[src/rtl/teller_dispatch_pkg.sv]
// Shared queue package: FSM state encoding, teller-count width and
// round-robin helpers used by the teller dispatcher.
package teller_dispatch_pkg;

    localparam int NUM_TELLERS = 3;
    localparam int TCOUNT_W    = 2;

    typedef enum logic [1:0] {
        ST_IDLE = 2'd0,
        ST_CALL = 2'd1,
        ST_HOLD = 2'd2
    } state_e;

    // Tellers 1..tcount are eligible; bit i stands for teller i+1.
    function automatic logic [NUM_TELLERS-1:0] eligible_mask(input logic [TCOUNT_W-1:0] tcount);
        case (tcount)
            2'd1:    eligible_mask = 3'b001;
            2'd2:    eligible_mask = 3'b011;
            2'd3:    eligible_mask = 3'b111;
            default: eligible_mask = 3'b000;
        endcase
    endfunction

    // Returns the first available teller after 'last' (wrapping 3 -> 1), 0 if none.
    function automatic logic [TCOUNT_W-1:0] rr_pick(input logic [TCOUNT_W-1:0] last,
                                                    input logic [NUM_TELLERS-1:0] avail);
        logic [TCOUNT_W-1:0] cand;
        rr_pick = 2'd0;
        cand    = last;
        for (int k = 0; k < NUM_TELLERS; k++) begin
            cand = (cand == 2'd3) ? 2'd1 : cand + 2'd1;
            if (rr_pick == 2'd0 && avail[cand - 2'd1]) begin
                rr_pick = cand;
            end
        end
    endfunction

endpackage

[src/rtl/sevenSegments.sv]
// Seven-segment decoder, segments {g,f,e,d,c,b,a}, active high.
// Purely combinational.
module sevenSegments (
    input  logic [3:0] digit,
    output logic [6:0] seg
);
    always_comb begin
        case (digit)
            4'd0:    seg = 7'h3F;
            4'd1:    seg = 7'h06;
            4'd2:    seg = 7'h5B;
            4'd3:    seg = 7'h4F;
            4'd4:    seg = 7'h66;
            4'd5:    seg = 7'h6D;
            4'd6:    seg = 7'h7D;
            4'd7:    seg = 7'h07;
            4'd8:    seg = 7'h7F;
            4'd9:    seg = 7'h6F;
            default: seg = 7'h00;
        endcase
    end
endmodule

[src/rtl/teller_dispatch.sv]
// Calls the next free eligible teller round-robin, pulses down for one cycle, then holds the display.
// Optional per-teller service timeout when SERVICE_TIMEOUT_EN is defined.
module teller_dispatch
    import teller_dispatch_pkg::*;
#(
    parameter int HOLD_CYCLES    = 4,
    parameter int TIMEOUT_CYCLES = 255
) (
    input  logic                   clk,
    input  logic                   reset,
    input  logic [TCOUNT_W-1:0]    Tcount,
    input  logic                   empty_flag,
    input  logic [NUM_TELLERS-1:0] teller_done,
    output logic                   down,
    output logic [NUM_TELLERS-1:0] busy,
    output logic [TCOUNT_W-1:0]    call_teller,
    output logic [7:0]             served,
    output logic [6:0]             leds_call
);
    localparam int HOLD_W = (HOLD_CYCLES > 1) ? $clog2(HOLD_CYCLES) : 1;

    state_e                 state_q, state_d;
    logic [HOLD_W-1:0]      hold_q, hold_d;
    logic [NUM_TELLERS-1:0] busy_q, busy_d;
    logic [TCOUNT_W-1:0]    call_q, call_d;
    logic [TCOUNT_W-1:0]    ptr_q, ptr_d;
    logic [7:0]             served_q, served_d;

    logic [NUM_TELLERS-1:0] timeout_hit, release_mask, busy_left, avail, call_mask;
    logic [TCOUNT_W-1:0]    pick;

    // Releases are applied before selection so a teller freed on this edge can be re-called on it.
    assign release_mask = teller_done | timeout_hit;
    assign busy_left    = busy_q & ~release_mask;
    assign avail        = eligible_mask(Tcount) & ~busy_left;
    assign pick         = rr_pick(ptr_q, avail);

    always_comb begin
        state_d   = state_q;
        hold_d    = hold_q;
        busy_d    = busy_left;
        call_d    = call_q;
        ptr_d     = ptr_q;
        served_d  = served_q;
        call_mask = '0;
        case (state_q)
            ST_IDLE: begin
                if (!empty_flag && pick != 2'd0) begin
                    call_mask = 3'b001 << (pick - 2'd1);
                    state_d   = ST_CALL;
                    busy_d    = busy_left | call_mask;
                    call_d    = pick;
                    ptr_d     = pick;
                    if (served_q != 8'hFF) begin
                        served_d = served_q + 8'd1;
                    end
                end
            end
            ST_CALL: begin
                state_d = ST_HOLD;
                hold_d  = '0;
            end
            ST_HOLD: begin
                if (hold_q == HOLD_W'(HOLD_CYCLES - 1)) begin
                    state_d = ST_IDLE;
                end else begin
                    hold_d = hold_q + HOLD_W'(1);
                end
            end
            default: state_d = ST_IDLE;
        endcase
    end

    always_ff @(posedge clk) begin
        if (!reset) begin
            state_q  <= ST_IDLE;
            hold_q   <= '0;
            busy_q   <= '0;
            call_q   <= '0;
            ptr_q    <= 2'd3;
            served_q <= '0;
        end else begin
            state_q  <= state_d;
            hold_q   <= hold_d;
            busy_q   <= busy_d;
            call_q   <= call_d;
            ptr_q    <= ptr_d;
            served_q <= served_d;
        end
    end

`ifdef SERVICE_TIMEOUT_EN
    localparam int TO_W = $clog2(TIMEOUT_CYCLES + 1);

    logic [TO_W-1:0] age_q [NUM_TELLERS];
    logic [TO_W-1:0] age_d [NUM_TELLERS];

    always_comb begin
        timeout_hit = '0;
        for (int i = 0; i < NUM_TELLERS; i++) begin
            timeout_hit[i] = busy_q[i] && (age_q[i] == TO_W'(TIMEOUT_CYCLES - 1));
        end
    end

    // Age restarts on every call so a re-called teller gets a full service window.
    always_comb begin
        for (int i = 0; i < NUM_TELLERS; i++) begin
            age_d[i] = '0;
            if (!call_mask[i] && busy_q[i] && !timeout_hit[i]) begin
                age_d[i] = age_q[i] + TO_W'(1);
            end
        end
    end

    always_ff @(posedge clk) begin
        for (int i = 0; i < NUM_TELLERS; i++) begin
            if (!reset) begin
                age_q[i] <= '0;
            end else begin
                age_q[i] <= age_d[i];
            end
        end
    end
`else
    localparam int unused_timeout_cycles = TIMEOUT_CYCLES;
    assign timeout_hit = '0;
`endif

    assign down        = (state_q == ST_CALL);
    assign busy        = busy_q;
    assign call_teller = call_q;
    assign served      = served_q;

    sevenSegments u_seg (
        .digit ({2'b00, call_q}),
        .seg   (leds_call)
    );

endmodule

[config.mk]
export PLATFORM = sky130hd
export DESIGN_NAME = teller_dispatch
export DESIGN_NICKNAME = d
export VERILOG_FILES = /design/src/rtl/teller_dispatch_pkg.sv /design/src/rtl/sevenSegments.sv /design/src/rtl/teller_dispatch.sv
export SDC_FILE = /design/constraint.sdc
export NUM_CORES = 1
export LEC_CHECK = 0
export BUFFER_PORTS_ARGS = -buffer_cell sky130_fd_sc_hd__buf_2
export CAP_MARGIN = 30
export CORE_ASPECT_RATIO = 1.25
export CORE_MARGIN = 2
export CORE_UTILIZATION = 38
export CTS_CLUSTER_SIZE = 10
export DETAILED_ROUTE_END_ITERATION = 7
export GPL_ROUTABILITY_DRIVEN = 0
export HOLD_SLACK_MARGIN = 0.15
export PLACE_DENSITY = 0.65
export SLEW_MARGIN = 0
export SYNTH_ARGS = -nofsm -noshare
export SYNTH_HDL_FRONTEND = slang
export SYNTH_SLANG_ARGS = --single-unit
export TNS_END_PERCENT = 10
[constraint.sdc]
create_clock -name clk -period 2.4 [get_ports clk]
set_input_delay 0.48 -clock clk [delete_from_list [all_inputs] [get_ports clk]]
set_output_delay 0.48 -clock clk [all_outputs]
set_load 0.005 [all_outputs]
==> results_dict.tcl <==
set metrics [dict create \
    cts.sinks 24 \
    synth_fp_nets 166 \
    worstPathArrival_ns 2.57 \
    max_freq_mhz 416.0 \
    p_leak_nw 0.7307 \
    antenna_found_initial 0 \
    ios 29 \
    overflow 0 \
    num_rows 23 \
    status "complete, but fails checks" \
    powerDensity_nw_per_um2 1339 \
    antenna_cells 0 \
    cts_tree "done" \
    place_hpwl_um 2336 \
    fin_skew_ns 0.005293 \
    cpPeakStageDelay_ns 0.54 \
    whs_ns 0.4607 \
    initial_utilization_pct 40.17 \
    postRouteAntennaNets 0 \
    synth_top_area_share_pct 36.78 \
    synth_warnings 0 \
    die_h_um 69.55 \
    synth_cell_type_count 41 \
    drtIter0Drc 31 \
    hp-class "input pin to flip-flop" \
    grt_pass1_wl_um 5485 \
    avgViaCountPerCell 5.573 \
    reg2reg_depth 9 \
    dieArea_um2 3925 \
    slew_viol_final 0 \
    final_util_pct 54.67 \
    drive_above_1_share_pct 36.55 \
    synthToLayoutAreaGrowth_pct 36.11 \
    vias 1304 \
    crit_family "compound AO/OA/AOI/OAI gates" \
    clockRootBuffer "clkbuf_8" \
    grt_pass1_vias 1241 \
    crit_cells 9 \
    finalNetCount 212 \
    netlist_top_cells_area "dfxtp_1, a21oi_1, ha_1" \
    path_max_fanout 4 \
    crit_required_ns 2.56 \
    syn_inst 152 \
    slowest_stage "or4_4" \
    insertion_delay_ns 0.26 \
    violations "negative setup slack" \
    crit_chain "inv_2 -> ha_4 -> or4_4 -> a31oi_4 -> a211oi_2 -> buf_4 -> o31ai_2 -> nor3_1 -> o211a_1" \
    slew-limit-headroom_pct 52.94 \
    grt_max_degree 17 \
    endpoint_kind "flip-flop" \
    grt_use_total_pct 17.04 \
    instances_no_fill 234 \
    finalCritPeriodShare_pct 100.2 \
    path_class "flip-flop to flip-flop" \
    portBuffers 27 \
    holdPathStages 2 \
    worstMarginPinSlew_ns 0.7021 \
    mostFrequentLayoutCell "buf_2" \
    ys_ff_latch 24 \
    hold_viol 0 \
    wl_um 3395 \
    layout_common_cells "buf_2, dfxtp_1, buf_4" \
    fillers 310 \
    setup_slack_ns -0.003697 \
    drc 0 \
    place_inst 226 \
    placed_area_um2 1588 \
    cap_violations 0 \
    wl_per_cell_um 14.51 \
    yosysSeqAreaShare_pct 36.78 \
    cts.path.max_buffers 2 \
    cp-start-kind "flip-flop" \
    cts-htree-levels 1 \
    grt_setup_unrepaired "true" \
    synth.cell_area_um2 1306 \
    cts_buffers 3 \
    peakVddDrop_uv 675.0 \
    drt-pass1-iter-count 4 \
    synth_top_cell_by_area "dfxtp_1" \
    coreArea_um2 3252 \
    setup_violations 1 \
    syn_avg_cell_area_um2 8.594 \
    path_buf_inv 2 \
    ctsHoldBuffers 0 \
    finalInstanceArea_um2 1778 \
    path_clk_slew_ns 0.09 \
    period_needed_ns 2.404 \
    die-width_um 56.44 \
]
## registers in the layout, summed over array words and instances, names as in the netlist
name         count
ptr_q            2
state_q          2
hold_q           2
u_seg.seg        5
busy             3
call_teller      2
served           8
## stage by stage
stage / power [mW] / setup TNS [ns] / setup slack (ns)
2_1_floorplan: 1.365 / -0.1543 / -0.05408
3_3_place_gp: 1.710 / -0.1559 / -0.05264
3_5_place_dp: 1.748 / -0.6029 / -0.1414
4_1_cts: 2.257 / -0.05630 / -0.02264
5_1_grt: 2.552 / -0.3901 / -0.07915
6_report: 2.381 / -0.003697 / -0.003697
## cell families (layout without fill, tap and decap cells)
| logic type | count (synthesis) | after routing | share of synthesized area [%] |
|---|---|---|---|
| other | 1 | 1 | 0.2871 |
| adder cells (fa/ha/maj) | 6 | 6 | 5.747 |
| multiplexers | 1 | 1 | 0.7663 |
| buffers and inverters | 17 | 60 | 6.225 |
| AO/OA/AOI/OAI | 45 | 47 | 25.19 |
| AND/OR/NAND/NOR | 58 | 58 | 25.00 |
| flip-flops | 24 | 24 | 36.78 |
## layer usage
metal / track usage [%] / up-vias / wire (um)
li1: - / 646 / -
met1: 20.23 / 619 / 1444
met2: 29.72 / 35 / 1774
met3: 2.425 / 4 / 143
met4: 7.672 / 0 / 33
met5: 0 / - / 0
## worst paths after layout
| kind | slack [ns] | startpoint | to |
|---|---|---|---|
| worst max register to register | -0.004 | ptr_q[0] | served[6] |
| worst min register to register | 0.52 | call_teller[1] | call_teller[1] |
| worst max-delay path | -0.004 | ptr_q[0] | served[6] |
| worst min-delay path | 0.46 | reset | u_seg.seg[5] |
## what timing repair did
item,4_1_cts,5_1_grt
setup endpoints to repair,9,18
setup buffers,1,1
pin swaps,10,7
cloned,2,0
resized for setup,7,10
## synthesized netlist by cell type, drive strengths merged
library cell   n
a21oi         15
nor3           4
a21o           4
a31oi          2
nand2         12
dfxtp         24
o32a           1
and2           3
a311oi         1
o21ai          6
a22oi          1
o21a           2
or3            5
nand2b         3
and3           1
nor2           8
o211ai         3
mux2i          1
nand4b         4
or4            5
or3b           1
nand3          7
clkbuf         3
conb           1
inv            9
o22ai          1
buf            5
nand4          2
nor2b          3
ha             6
a211oi         1
o211a          1
o31ai          6
a31o           1
## worst register-to-register path, cell delays in order, from the launching register on
cell and delay [ns]:
dfxtp_2 0.35, inv_2 0.06, ha_4 0.21, or4_4 0.54
a31oi_4 0.18, a211oi_2 0.07, buf_4 0.17, o31ai_2 0.38
nor3_1 0.12, o211a_1 0.23
## layout make-up
type,instances,area [um2],area share (%)
multi-input combinational,113,848.3,47.71
sequential,24,485.5,27.30
timing repair buffer,47,292.8,16.47
tap,37,46.29,2.604
clock buffer,3,41.29,2.322
inverter,9,33.78,1.900
clock inverter,1,30.03,1.689
## power by group
part / internal, mW / switching (mW) / total, mW
Clock: 0.223 / 0.129 / 0.352
Combinational: 0.692 / 0.726 / 1.42
Sequential: 0.522 / 0.0901 / 0.612
Power figures use the tool's default switching activity.
